===== src/rtl/color_pkg.sv =====
// Shared constants, pixel type and length helpers for the color serializer.
package color_pkg;

  localparam int unsigned DN_DEF = 4;
  localparam int unsigned CN_DEF = 3;
  localparam int unsigned DW_DEF = 8;

  // r/g/b pixel for the CN=3, DW=8 case; r occupies the top channel.
  typedef struct packed {
    logic [7:0] r;
    logic [7:0] g;
    logic [7:0] b;
  } t_color;

  typedef enum logic {
    ST_IDLE = 1'b0,
    ST_SEND = 1'b1
  } t_state;

  // Width of a pixel index within a vector of dn pixels (at least one bit).
  function automatic int unsigned idx_width(input int unsigned dn);
    return (dn > 1) ? $clog2(dn) : 1;
  endfunction

  // Width able to hold a length of 0..dn.
  function automatic int unsigned len_width(input int unsigned dn);
    return $clog2(dn + 1);
  endfunction

  // Saturate a requested length: 0 or anything above dn means a full vector.
  function automatic int unsigned eff_len(input int unsigned len, input int unsigned dn);
    return (len == 0 || len > dn) ? dn : len;
  endfunction

endpackage


===== src/rtl/color_serializer_if.sv =====
// Vector-in / pixel-out stream bundle between a wide source and the serializer.
interface color_serializer_if
  import color_pkg::*;
#(
  parameter int unsigned DN = DN_DEF,
  parameter int unsigned CN = CN_DEF,
  parameter int unsigned DW = DW_DEF
);

  localparam int unsigned IW = idx_width(DN);
  localparam int unsigned LW = len_width(DN);

  logic                           s_valid;
  logic                           s_ready;
  logic [DN-1:0][CN-1:0][DW-1:0]  s_data;
  logic [LW-1:0]                  s_len;
  logic                           s_rev;
  logic                           m_valid;
  logic                           m_ready;
  logic [CN-1:0][DW-1:0]          m_data;
  logic [IW-1:0]                  m_index;
  logic                           m_last;

  modport master (
    output s_valid, s_data, s_len, s_rev, m_ready,
    input  s_ready, m_valid, m_data, m_index, m_last
  );

  modport slave (
    input  s_valid, s_data, s_len, s_rev, m_ready,
    output s_ready, m_valid, m_data, m_index, m_last
  );

endinterface


===== src/rtl/color_serializer.sv =====
// Serializes a held vector of DN pixels onto a one-pixel-per-cycle stream.
module color_serializer
  import color_pkg::*;
#(
  parameter int unsigned DN = DN_DEF,
  parameter int unsigned CN = CN_DEF,
  parameter int unsigned DW = DW_DEF
) (
  input logic              clk,
  input logic              rst,
  color_serializer_if.slave bus
);

  localparam int unsigned IW = idx_width(DN);
  localparam int unsigned LW = len_width(DN);

  t_state                         state_q, state_d;
  logic [IW-1:0]                  cnt_q, cnt_d;
  logic [IW-1:0]                  idx_q, idx_d;
  logic [LW-1:0]                  len_q, len_d;
  logic                           rev_q, rev_d;
  logic [DN-1:0][CN-1:0][DW-1:0]  buf_q, buf_d;
  logic                           valid_q, valid_d;
  logic [CN-1:0][DW-1:0]          data_q, data_d;
  logic                           last_q, last_d;
  logic [LW-1:0]                  len_in;
  logic                           out_hs;
  logic                           in_hs;

  // Accept a new vector when idle or while the last pixel is being taken.
  assign out_hs      = valid_q && bus.m_ready;
  assign bus.s_ready = (state_q == ST_IDLE) || (out_hs && last_q);
  assign in_hs       = bus.s_valid && bus.s_ready;
  assign len_in      = LW'(eff_len(32'(bus.s_len), DN));

  assign bus.m_valid = valid_q;
  assign bus.m_data  = data_q;
  assign bus.m_index = idx_q;
  assign bus.m_last  = last_q;

  // Next-state: load a vector, step through its pixels, or drop back to idle.
  always_comb begin
    state_d = state_q;
    cnt_d   = cnt_q;
    idx_d   = idx_q;
    len_d   = len_q;
    rev_d   = rev_q;
    buf_d   = buf_q;
    valid_d = valid_q;
    data_d  = data_q;
    last_d  = last_q;

    if (in_hs) begin
      state_d = ST_SEND;
      buf_d   = bus.s_data;
      len_d   = len_in;
      rev_d   = bus.s_rev;
      cnt_d   = '0;
      idx_d   = bus.s_rev ? IW'(len_in - LW'(1)) : '0;
      data_d  = bus.s_data[idx_d];
      last_d  = (len_in == LW'(1));
      valid_d = 1'b1;
    end else if (out_hs) begin
      if (last_q) begin
        state_d = ST_IDLE;
        valid_d = 1'b0;
      end else begin
        cnt_d  = cnt_q + IW'(1);
        idx_d  = rev_q ? (idx_q - IW'(1)) : (idx_q + IW'(1));
        data_d = buf_q[idx_d];
        last_d = (LW'(cnt_d) == (len_q - LW'(1)));
      end
    end
  end

  // State and output registers; reset discards any vector in flight.
  always_ff @(posedge clk or posedge rst) begin
    if (rst) begin
      state_q <= ST_IDLE;
      cnt_q   <= '0;
      idx_q   <= '0;
      len_q   <= '0;
      rev_q   <= 1'b0;
      buf_q   <= '0;
      valid_q <= 1'b0;
      data_q  <= '0;
      last_q  <= 1'b0;
    end else begin
      state_q <= state_d;
      cnt_q   <= cnt_d;
      idx_q   <= idx_d;
      len_q   <= len_d;
      rev_q   <= rev_d;
      buf_q   <= buf_d;
      valid_q <= valid_d;
      data_q  <= data_d;
      last_q  <= last_d;
    end
  end

endmodule


===== src/flat_wrapper.sv =====
// flat-port wrapper written by rule: the top's interface ports become plain ports
module color_serializer_flat import color_pkg::*;
#(
  parameter int unsigned DN = DN_DEF,
  parameter int unsigned CN = CN_DEF,
  parameter int unsigned DW = DW_DEF
)
  (clk, rst, bus_s_valid, bus_s_data, bus_s_len, bus_s_rev, bus_m_ready, bus_s_ready, bus_m_valid, bus_m_data, bus_m_index, bus_m_last);
  color_serializer_if #(.DN(DN), .CN(CN), .DW(DW)) bus_i ();
  input logic clk;
  input logic rst;
  input wire logic [$bits(bus_i.s_valid)-1:0] bus_s_valid;
  input wire logic [$bits(bus_i.s_data)-1:0] bus_s_data;
  input wire logic [$bits(bus_i.s_len)-1:0] bus_s_len;
  input wire logic [$bits(bus_i.s_rev)-1:0] bus_s_rev;
  input wire logic [$bits(bus_i.m_ready)-1:0] bus_m_ready;
  output wire logic [$bits(bus_i.s_ready)-1:0] bus_s_ready;
  output wire logic [$bits(bus_i.m_valid)-1:0] bus_m_valid;
  output wire logic [$bits(bus_i.m_data)-1:0] bus_m_data;
  output wire logic [$bits(bus_i.m_index)-1:0] bus_m_index;
  output wire logic [$bits(bus_i.m_last)-1:0] bus_m_last;
  assign bus_i.s_valid = bus_s_valid;
  assign bus_i.s_data = bus_s_data;
  assign bus_i.s_len = bus_s_len;
  assign bus_i.s_rev = bus_s_rev;
  assign bus_i.m_ready = bus_m_ready;
  assign bus_s_ready = bus_i.s_ready;
  assign bus_m_valid = bus_i.m_valid;
  assign bus_m_data = bus_i.m_data;
  assign bus_m_index = bus_i.m_index;
  assign bus_m_last = bus_i.m_last;
  color_serializer #(.DN(DN), .CN(CN), .DW(DW)) u_core (.clk(clk), .rst(rst), .bus(bus_i));
endmodule

===== config.mk =====
export PLATFORM = sky130hd
export DESIGN_NAME = color_serializer_flat
export DESIGN_NICKNAME = d
export VERILOG_FILES = /design/src/rtl/color_pkg.sv /design/src/rtl/color_serializer_if.sv /design/src/rtl/color_serializer.sv /design/src/flat_wrapper.sv
export SDC_FILE = /design/constraint.sdc
export NUM_CORES = 1
export LEC_CHECK = 0
export BUFFER_PORTS_ARGS = -buffer_cell sky130_fd_sc_hd__buf_2
export CAP_MARGIN = 20
export CORE_ASPECT_RATIO = 2
export CORE_UTILIZATION = 50
export CTS_CLUSTER_DIAMETER = 200
export DETAILED_ROUTE_END_ITERATION = 6
export HOLD_SLACK_MARGIN = 0.15
export PLACE_DENSITY = 0.76
export SKIP_CTS_REPAIR_TIMING = 1
export SLEW_MARGIN = 15
export SYNTH_ARGS = -nofsm -noshare
export SYNTH_HDL_FRONTEND = slang
export SYNTH_SLANG_ARGS = --single-unit

===== constraint.sdc =====
create_clock -name clk -period 4.9 [get_ports clk]
set_input_delay 1.47 -clock clk [delete_from_list [all_inputs] [get_ports clk]]
set_output_delay 1.47 -clock clk [all_outputs]
set_load 0.005 [all_outputs]

==> results of run 1 <==
[cell usage after synthesis, types with 5 or more instances]
master    instances
inv_1             7
a31o_2           22
a22oi_1          22
nand2_1          72
dfrtp_1         130
clkbuf_1         10
mux4_1           18
buf_4             5
nand2b_1          5
clkbuf_8          5
a21oi_1          25
o21ai_0          32
mux2_2           98
buf_2            14
o21ai_1          19
mux2i_1           8
[layout make-up]
type,count,area share
multi-input cells,364,0.3914
diodes,1,0.0003122
flip-flops and latches,130,0.4060
repair buffers,143,0.09583
inverters,8,0.004214
clock inverters,10,0.01935
well taps,152,0.02372
clock buffers,22,0.05915
[power breakdown]
group	switching [W]	internal, W
Combinational	0.000811	0.00104
Sequential	0.000307	0.00162
Clock	0.000458	0.000889
[layer usage]
metal / vias up / global-route usage / part of all wire
li1: 2247 / - / -
met2: 230 / 0.4627 / 0.55
met1: 2530 / 0.2868 / 0.35
met5: - / 0 / 0
met4: 0 / 0.1556 / 0.042
met3: 55 / 0.06412 / 0.054
[sequential cells by signal, summed over array words and instances, names as in the netlist]
register,flops
u_core.buf_q,96
u_core.bus.m_data,24
u_core.bus.m_index,2
u_core.bus.m_last,1
u_core.bus.m_valid,1
u_core.cnt_q,2
u_core.len_q,3
u_core.rev_q,1
[per-stage QoR]
| stage | hold slack (ns) | setup slack (ns) | instance area (um2) | power [W] |
|---|---|---|---|---|
| 6_report | 0.4974 | 1.338 | 8016 | 0.005124 |
| 5_1_grt | 0.5174 | 1.236 | 8016 | 0.005383 |
| 4_1_cts | 0.4985 | 1.397 | 8014 | 0.005140 |
| 3_5_place_dp | 0.4862 | 0.9513 | 7385 | 0.003779 |
| 3_3_place_gp | 0.4755 | 1.027 | 7385 | 0.003656 |
| 2_1_floorplan | 0.4488 | 1.567 | 6694 | 0.003300 |
[cells by family (layout without fill, tap and decap cells)]
| kind of cell | count (synthesis) | in the layout |
|---|---|---|
| adder cells (fa/ha/maj) | 3 | 3 |
| flip-flops | 130 | 130 |
| XOR/XNOR | 6 | 6 |
| other | 0 | 1 |
| multiplexers | 128 | 128 |
| AND/OR/NAND/NOR | 97 | 97 |
| AO/OA/AOI/OAI | 130 | 130 |
| buffers and inverters | 49 | 183 |
[final timing paths]
kind | endpoint | slack (ns) | depth (start not counted)
hold / removal | u_core.len_q[1]$_DFFE_PP0P_ | 0.50 | 2
min in group asynchronous | u_core.buf_q[20]$_DFFE_PP0P_ | 1.23 | 2
max in group asynchronous | u_core.buf_q[76]$_DFFE_PP0P_ | 2.65 | 3
setup reg to reg | u_core.buf_q[18]$_DFFE_PP0P_ | 2.62 | 4
setup / recovery | u_core.bus.m_data[7]$_DFFE_PP0P_ | 1.34 | 9
hold reg to reg | u_core.len_q[1]$_DFFE_PP0P_ | 0.50 | 2
[critical path: stages]
cell and delay, ns:
buf_2 0.10, or2_2 0.29, ha_1 0.26, nand2b_1 0.16, ha_1 0.32, and2_1 0.55, buf_4 0.39, a221o_2 0.20
o22ai_2 0.07
==> flow_summary_export.csv, run 1 <==
group,metric,value,unit
status,outcome,"complete, no violations",
final_layout,nNetsFinal,771,
critical_path,cp-startpoint,"bus_s_len[1]",
yosys,syn_inst,543,
yosys,synth_top_area_frac,0.4863,
cts,clkLatencyLatePin,0.41,ns
run,maxCapViolCount,0,
power_and_ir_drop,power_density,639.2,nW/um2
cts,cts_tree,"done",
final_layout,final_core_util,0.6170,
placed_design,dp_hpwl,11490,um
drt,antenna_left,0,
final_layout,syn2layout_area_growth,19.82,%
final_layout,seq_area,3254,um2
cts,clockBufferDepth,2,
timing,rsz0062_at_grt,"false",
timing,min_period,3.562,ns
yosys,synth_edf_count,0,
yosys,synthArstFlopShare,1.000,
critical_path,required,5.16,ns
yosys,synth_nets,650,
timing,hold_viol_final,0,
drt,wire_per_inst,21.28,um
cts,htree_num_levels,4,
critical_path,path_max_fanout,14,
floorplan,fp.dieH,165.6,um
yosys,synth-simple-area-share,0.06434,
cts,path_clk_slew,0.06,ns
placed_design,gp_congestion,0.8342,
min_path,min_path_type,"flop to flop",
placed_design,port_buffers,132,
drt,dr_total_vias,5062,
min_path,worst_hold_startpoint,"u_core.len_q[1]$_DFFE_PP0P_",
yosys,ys_warn_count,0,
yosys,ys_ff_latch,130,
global_routing,grt_max_degree,72,
global_routing,grt_pass1_vias,5495,
cts,cts_root_buf,"clkbuf_16",
yosys,synth_top_family_by_area,"multiplexers",
timing,max_slew_margin,0.2824,
floorplan,die_w,83.80,um
yosys,synth_compound_area_frac,0.1259,
timing,tightest_slew,1.074,ns
timing,timing.fmax,0.2808,GHz
floorplan,start_util,0.5149,
critical_path,cp.arrival,3.82,ns
yosys,mappedNetlistArea,6690,um2
floorplan,rows,59,
timing,setup_viol,0,
yosys,synth.area.mux_share,0.2611,
timing,min_period_over_period,0.7268,
global_routing,grtUsageTotal,0.2633,
timing,skew,0.006239,ns
floorplan,die_area,13880,um2
final_layout,final_cells,830,
drt,viasPerCell,6.099,
drt,drt_iter0_drc,337,
critical_path,end_kind,"flop",
cts,cts_inserted_buffers,17,
yosys,synth_top_area_cell,"dfrtp_1",
yosys,avgSynthCellArea,12.32,um2
power_and_ir_drop,power_leakage,3.660,nW
final_layout,drive_above_1_share,0.4653,
yosys,synthFlopType,"dfrtp_1",
floorplan,core_area,12990,um2
global_routing,grt_pass1_wl,27720,um
floorplan,io_pins,133,
final_layout,multi_input_area,3138,um2
final_layout,final_cell_mix,"buf_2 (132), dfrtp_1 (129), mux2_2 (98), nand2_1 (72), o21ai_0 (32)",
drt,post-route-drc-count,0,
critical_path,worstSetupStartpointType,"input pin",
cts,clock-sinks,130,
global_routing,overflow,0,
final_layout,fillers,1032,
timing,drv_slew,0,
placed_design,dpl.cell_count,797,
yosys,synth-adder-area-share,0.005611,
global_routing,antenna_found_initial,1,
drt,firstDrtPassIters,5,
yosys,synthDistinctLibCells,43,
timing,setup_tns,0,ns
yosys,synth_seq_area_share,0.4863,
yosys,ys_top_cells_by_area,"dfrtp_1 (49%), mux2_2 (16%), mux4_1 (7.1%)",
yosys,synth_xor_xnor_area_share,0.008977,
final_layout,final_common_cell,"buf_2",
drt,totalWireLength,17670,um
power_and_ir_drop,peakVddDrop,0.3965,mV
critical_path,crit_type,"input pin to flop",
critical_path,crit-reg2reg-launch,"u_core.bus.m_last$_DFFE_PP0P_",
Power figures use the tool's default switching activity.
==> run 2, diff against run 1 <==
--- a/config.mk
+++ b/config.mk
@@ -12,7 +12,7 @@
 export CTS_CLUSTER_DIAMETER = 200
 export DETAILED_ROUTE_END_ITERATION = 6
 export HOLD_SLACK_MARGIN = 0.15
-export PLACE_DENSITY = 0.76
+export PLACE_DENSITY = 0.74
 export SKIP_CTS_REPAIR_TIMING = 1
 export SLEW_MARGIN = 15
 export SYNTH_ARGS = -nofsm -noshare
==> constraint.sdc (replaced) <==
create_clock -name clk -period 3.4 [get_ports clk]
set_input_delay 1.02 -clock clk [delete_from_list [all_inputs] [get_ports clk]]
set_output_delay 1.02 -clock clk [all_outputs]
set_load 0.005 [all_outputs]
==> run 2 against run 1 <==
Net effect: wire length down 0.63%; first-iteration DRC count grew 5.6%; clock skew rose by 0.0027 ns; critical path type unchanged; setup slack got worse by 0.66 ns; cell count is 0.96% higher; sequential cell count did not move; total power increased by 42%; clock power increased by 33%; design area up 0.67%; critical path depth is the same; die area unchanged.
==> flow_summary_export.csv, run 2 (synthesis results as in run 1) <==
group,metric,value,unit
status,outcome,"complete, no violations",
final_layout,multi_input_area,3138,um2
cts,clock-sinks,130,
power_and_ir_drop,power_density,900.6,nW/um2
final_layout,final_common_cell,"buf_2",
timing,hold_viol_final,0,
critical_path,worst_path_max_delay_cell,"and2_1",
timing,rsz0062_at_grt,"false",
critical_path,path_max_fanout,19,
critical_path,critPathTopFamily,"simple AND/OR/NAND/NOR gates",
critical_path,cp_cell_sequence,"buf_2 > or2_2 > ha_1 > nand2b_1 > ha_1 > and2_1 > buf_12 > a31o_2 > o21ai_1",
timing,setup_tns,0,ns
critical_path,cp_common_cell,"ha_1",
drt,post-route-drc-count,0,
global_routing,grtUsageTotal,0.2607,
final_layout,final_cell_mix,"buf_2 (132), dfrtp_1 (129), mux2_2 (98), nand2_1 (72), o21ai_0 (32)",
timing,max_slew_margin,0.5393,
cts,htree_num_levels,4,
cts,cts_root_buf,"clkbuf_16",
floorplan,start_util,0.5149,
timing,setup_viol,0,
global_routing,grt_pass1_wl,27300,um
drt,totalWireLength,17560,um
global_routing,overflow,0,
cts,clkLatencyLatePin,0.41,ns
drt,drt_iter0_drc,356,
drt,antenna_left,0,
power_and_ir_drop,peakVddDrop,0.5738,mV
power_and_ir_drop,power_leakage,3.694,nW
drt,viasPerCell,6.177,
critical_path,cp.arrival,3.01,ns
final_layout,largest_reg_flops,96,
cts,clockBufferDepth,2,
final_layout,drive_above_1_share,0.4685,
timing,skew,0.008937,ns
placed_design,gp_congestion,0.8316,
run,maxCapViolCount,0,
floorplan,rows,59,
timing,min_period_over_period,0.8009,
final_layout,top_register,"u_core.buf_q",
final_layout,final_core_util,0.6211,
critical_path,required,3.69,ns
critical_path,worstSetupStartpointType,"input pin",
cts,cts_tree,"done",
drt,wire_per_inst,20.95,um
critical_path,end_kind,"flop",
drt,firstDrtPassIters,5,
final_layout,syn2layout_area_growth,20.63,%
floorplan,core_area,12990,um2
placed_design,dp_hpwl,11950,um
global_routing,grt_pass1_vias,5389,
final_layout,nNetsFinal,779,
floorplan,die_w,83.80,um
floorplan,io_pins,133,
global_routing,antenna_found_initial,2,
min_path,min_path_type,"flop to flop",
floorplan,die_area,13880,um2
timing,timing.fmax,0.3672,GHz
critical_path,max_stage_delay,0.39,ns
cts,cts_inserted_buffers,17,
critical_path,worst-path-buf-inv,2,
cts,path_clk_slew,0.05,ns
critical_path,crit_type,"input pin to flop",
floorplan,fp.dieH,165.6,um
timing,min_period,2.723,ns
global_routing,grt_max_degree,91,
final_layout,fillers,1061,
timing,drv_slew,0,
drt,dr_total_vias,5176,
final_layout,seq_area,3254,um2
timing,tightest_slew,0.6877,ns
placed_design,port_buffers,132,
==> run 2: cell types whose count changed in the layout (fill, tap and decap cells not counted) <==
cell        delta
buf_4          +5
diode_2        +2
clkbuf_1       +1
clkbuf_8       +2
clkinv_2       -1
bufinv_16      -2
buf_12         +3
clkinvlp_4     -2
==> run 2: worst paths after layout <==
| check | from | end | cells past startpoint | slack (ns) |
|---|---|---|---|---|
| worst max-delay path | bus_s_len[1] | u_core.bus.m_data[19]$_DFFE_PP0P_ | 9 | 0.68 |
| worst min-delay path | u_core.len_q[1]$_DFFE_PP0P_ | u_core.len_q[1]$_DFFE_PP0P_ | 2 | 0.49 |
| worst max register to register | u_core.bus.m_index[0]$_DFFE_PP0P_ | u_core.bus.m_data[1]$_DFFE_PP0P_ | 4 | 1.29 |
| worst min register to register | u_core.len_q[1]$_DFFE_PP0P_ | u_core.len_q[1]$_DFFE_PP0P_ | 2 | 0.49 |
| max in group asynchronous | rst | u_core.buf_q[5]$_DFFE_PP0P_ | 3 | 2.10 |
| min in group asynchronous | rst | u_core.buf_q[93]$_DFFE_PP0P_ | 2 | 0.55 |
==> run 2: layer usage <==
| layer | GRT usage | vias to the layer above | wire length [um] |
|---|---|---|---|
| met1 | 0.2775 | 2600 | 6228 |
| met2 | 0.4675 | 235 | 9586 |
| met5 | 0 | - | 0 |
| met3 | 0.05119 | 66 | 973 |
| met4 | 0.1687 | 0 | 766 |
| li1 | - | 2275 | - |
==> run 2: area by class of cell <==
class / instances / area share
Clock buffer: 25 / 0.06264
Multi-Input combinational cell: 364 / 0.3888
Antenna cell: 3 / 0.0009302
Inverter: 8 / 0.004186
Clock inverter: 5 / 0.009302
Tap cell: 152 / 0.02357
Timing Repair Buffer: 151 / 0.1073
Sequential cell: 130 / 0.4033
==> run 2: stage by stage <==
step                      power (W)  worst slack, ns  instance area (um2)  std cells  hold WS (ns)
after CTS                  0.007297           0.6727                 8063        835        0.4970
after floorplan            0.004756           0.5172                 6694        543        0.4488
final                      0.007268           0.6769                 8070        838        0.4945
after global routing       0.007629           0.5729                 8068        837        0.5110
after detailed placement   0.005490           0.2326                 7482        805        0.4848
after global placement     0.005310           0.2971                 7482        805        0.4731
==> run 2: worst min-delay path: stages, from the launching register on <==
cell	delay, ns
dfrtp_1	0.35
nand2_1	0.05
o21ai_0	0.06
==> run 2: power by group <==
part	internal (W)	switching (W)	leakage, nW
clock	0.00116	0.000630	0.289
sequential	0.00233	0.000498	1.54
combinational	0.00153	0.00112	1.87
==> run 3, diff against run 2 <==
--- a/config.mk
+++ b/config.mk
@@ -12,7 +12,7 @@
 export CTS_CLUSTER_DIAMETER = 200
 export DETAILED_ROUTE_END_ITERATION = 6
 export HOLD_SLACK_MARGIN = 0.15
-export PLACE_DENSITY = 0.74
+export PLACE_DENSITY = 0.76
 export SKIP_CTS_REPAIR_TIMING = 1
 export SLEW_MARGIN = 15
 export SYNTH_ARGS = -nofsm -noshare
==> constraint.sdc (replaced) <==
create_clock -name clk -period 2.5 [get_ports clk]
set_input_delay 0.75 -clock clk [delete_from_list [all_inputs] [get_ports clk]]
set_output_delay 0.75 -clock clk [all_outputs]
set_load 0.005 [all_outputs]
==> run 3 against run 2 <==
Net effect: utilization increased by 0.46 points; critical path depth increased by 2; first-iteration DRC count increased by 9.3%; critical path type unchanged; critical endpoint is now u_core.bus.m_data[21]$_DFFE_PP0P_.
==> flow_summary_export.csv, run 3 (synthesis results as in run 1) <==
group,metric,value,unit
cts,cts_inserted_buffers,17,
cts,cts_root_buf,"clkbuf_16",
drt,antenna_left,0,
power_and_ir_drop,power_density,1216,nW/um2
run,maxCapViolCount,0,
cts,clkLatencyLatePin,0.41,ns
final_layout,final_area,8130,um2
drt,totalWireLength,17560,um
critical_path,worst_path_max_delay_cell,"or2_2",
drt,wire_per_inst,20.83,um
critical_path,cp_cell_sequence,"buf_2 > or2_2 > ha_1 > nand2b_4 > ha_4 > buf_4 > nand2_1 > buf_4 > o21ai_0 > a21oi_1 > o21ai_0",
timing,hold_viol_final,0,
global_routing,overflow,0,
final_layout,final_cell_mix,"buf_2 (132), dfrtp_1 (129), mux2_2 (98), nand2_1 (72), o21ai_0 (32)",
global_routing,grt_pass1_vias,5334,
power_and_ir_drop,power_frac_comb,0.375,
power_and_ir_drop,power_leakage,3.719,nW
cts,clock-sinks,130,
critical_path,end_kind,"flop",
placed_design,port_buffers,132,
timing,tightest_slew,0.7124,ns
timing,skew,0.009708,ns
final_layout,nNetsFinal,784,
final_layout,top_register,"u_core.buf_q",
global_routing,grt_max_degree,131,
min_path,min_path_type,"flop to flop",
cts,path_clk_slew,0.05,ns
timing,rsz0062_at_grt,"false",
final_layout,drive_above_1_share,0.4731,
placed_design,dp_hpwl,11860,um
placed_design,gp_congestion,0.8267,
placed_design,dpl_cell_area,7565,um2
timing,setup_viol,0,
cts,cts_tree,"done",
drt,dr_total_vias,5104,
floorplan,die_w,83.80,um
floorplan,core_area,12990,um2
global_routing,grt_pass1_wl,27550,um
final_layout,final_common_cell,"buf_2",
critical_path,max_stage_delay,0.29,ns
final_layout,largest_reg_flops,96,
final_layout,fillers,1033,
cts,htree_num_levels,4,
power_and_ir_drop,p_sw_frac,0.3108,
timing,timing.fmax,0.4363,GHz
drt,post-route-drc-count,0,
timing,min_period,2.292,ns
drt,drt_iter0_drc,389,
floorplan,io_pins,133,
timing,max_slew_margin,0.5251,
critical_path,cp.arrival,2.57,ns
floorplan,start_util,0.5149,
critical_path,required,2.78,ns
power_and_ir_drop,power.share.sequential,0.388,
floorplan,rows,59,
timing,drv_slew,0,
power_and_ir_drop,switching_power,0.003073,W
power_and_ir_drop,p_int,0.006813,W
drt,firstDrtPassIters,4,
final_layout,syn2layout_area_growth,21.53,%
floorplan,die_area,13880,um2
status,outcome,"complete, no violations",
cts,clockBufferDepth,2,
critical_path,path_max_fanout,11,
critical_path,crit_type,"input pin to flop",
critical_path,worstSetupStartpointType,"input pin",
timing,min_period_over_period,0.9168,
power_and_ir_drop,power,0.009886,W
drt,viasPerCell,6.055,
timing,setup_tns,0,ns
power_and_ir_drop,clkPwrFrac,0.237,
power_and_ir_drop,peakVddDrop,0.6595,mV
global_routing,grtUsageTotal,0.2617,
floorplan,fp.dieH,165.6,um
global_routing,antenna_found_initial,1,
==> run 3: changes by cell type in the layout (fill, tap and decap cells not counted), sizes merged <==
cell,delta
bufinv,-1
buf,+5
diode,-1
clkbuf,+2
clkinvlp,+1
clkinv,-1
==> run 3: through the flow <==
| stage | setup slack, ns | utilization | hold WS, ns | cells |
|---|---|---|---|---|
| floorplan | -0.0005129 | - | 0.4488 | 543 |
| global placement | -0.1731 | 0.5822 | 0.4719 | 810 |
| detailed placement | -0.2110 | 0.5822 | 0.4851 | 810 |
| CTS | 0.2148 | 0.6254 | 0.4976 | 841 |
| global route | 0.09683 | 0.6256 | 0.5017 | 842 |
| finish | 0.2081 | 0.6258 | 0.4948 | 843 |
==> run 3: path summary, 6_finish.rpt <==
check | startpoint | end | slack (ns) | cells past startpoint
max in group asynchronous | rst | u_core.bus.m_index[0]$_DFFE_PP0P_ | 1.41 | 3
worst max register to register | u_core.bus.m_index[0]$_DFFE_PP0P_ | u_core.bus.m_data[13]$_DFFE_PP0P_ | 0.67 | 4
worst max-delay path | bus_s_len[1] | u_core.bus.m_data[21]$_DFFE_PP0P_ | 0.21 | 11
worst min register to register | u_core.buf_q[53]$_DFFE_PP0P_ | u_core.buf_q[53]$_DFFE_PP0P_ | 0.49 | 1
min in group asynchronous | rst | u_core.bus.m_data[16]$_DFFE_PP0P_ | 0.51 | 3
worst min-delay path | u_core.buf_q[53]$_DFFE_PP0P_ | u_core.buf_q[53]$_DFFE_PP0P_ | 0.49 | 1
==> run 3: cell type report <==
cell class	count	area, um2	area share
Timing Repair Buffer	156	928.4	0.1142
Multi-Input combinational cell	364	3158	0.3884
Tap cell	152	190.2	0.02339
Inverter	8	33.78	0.004155
Sequential cell	130	3254	0.4003
Antenna cell	2	5.005	0.0006156
Clock inverter	4	47.55	0.005848
Clock buffer	27	513.0	0.06310
==> run 3: power by group through the flow <==
stage	sequential (W)	combinational, W	clock [W]
final	0.00383	0.00371	0.00234
after global routing	0.00394	0.00399	0.00247
after CTS	0.00381	0.00373	0.00238
after detailed placement	0.00384	0.00370	0
after global placement	0.00372	0.00356	0
after floorplan	0.00359	0.00289	0
==> run 3: per-layer routing <==
metal,GRT usage,vias to the layer above,wire length (um)
met5,0,-,0
met4,0.1525,0,687
met3,0.05815,50,955
met2,0.4590,231,9604
met1,0.2904,2548,6309
li1,-,2275,-
==> run 3: worst max-delay path: cells and delay by family <==
| family | cells | cell delay, ns |
|---|---|---|
| buf+inv | 3 | 0.44 |
| fa+ha+maj | 2 | 0.51 |
| simple gates | 3 | 0.53 |
| compound gates | 3 | 0.34 |
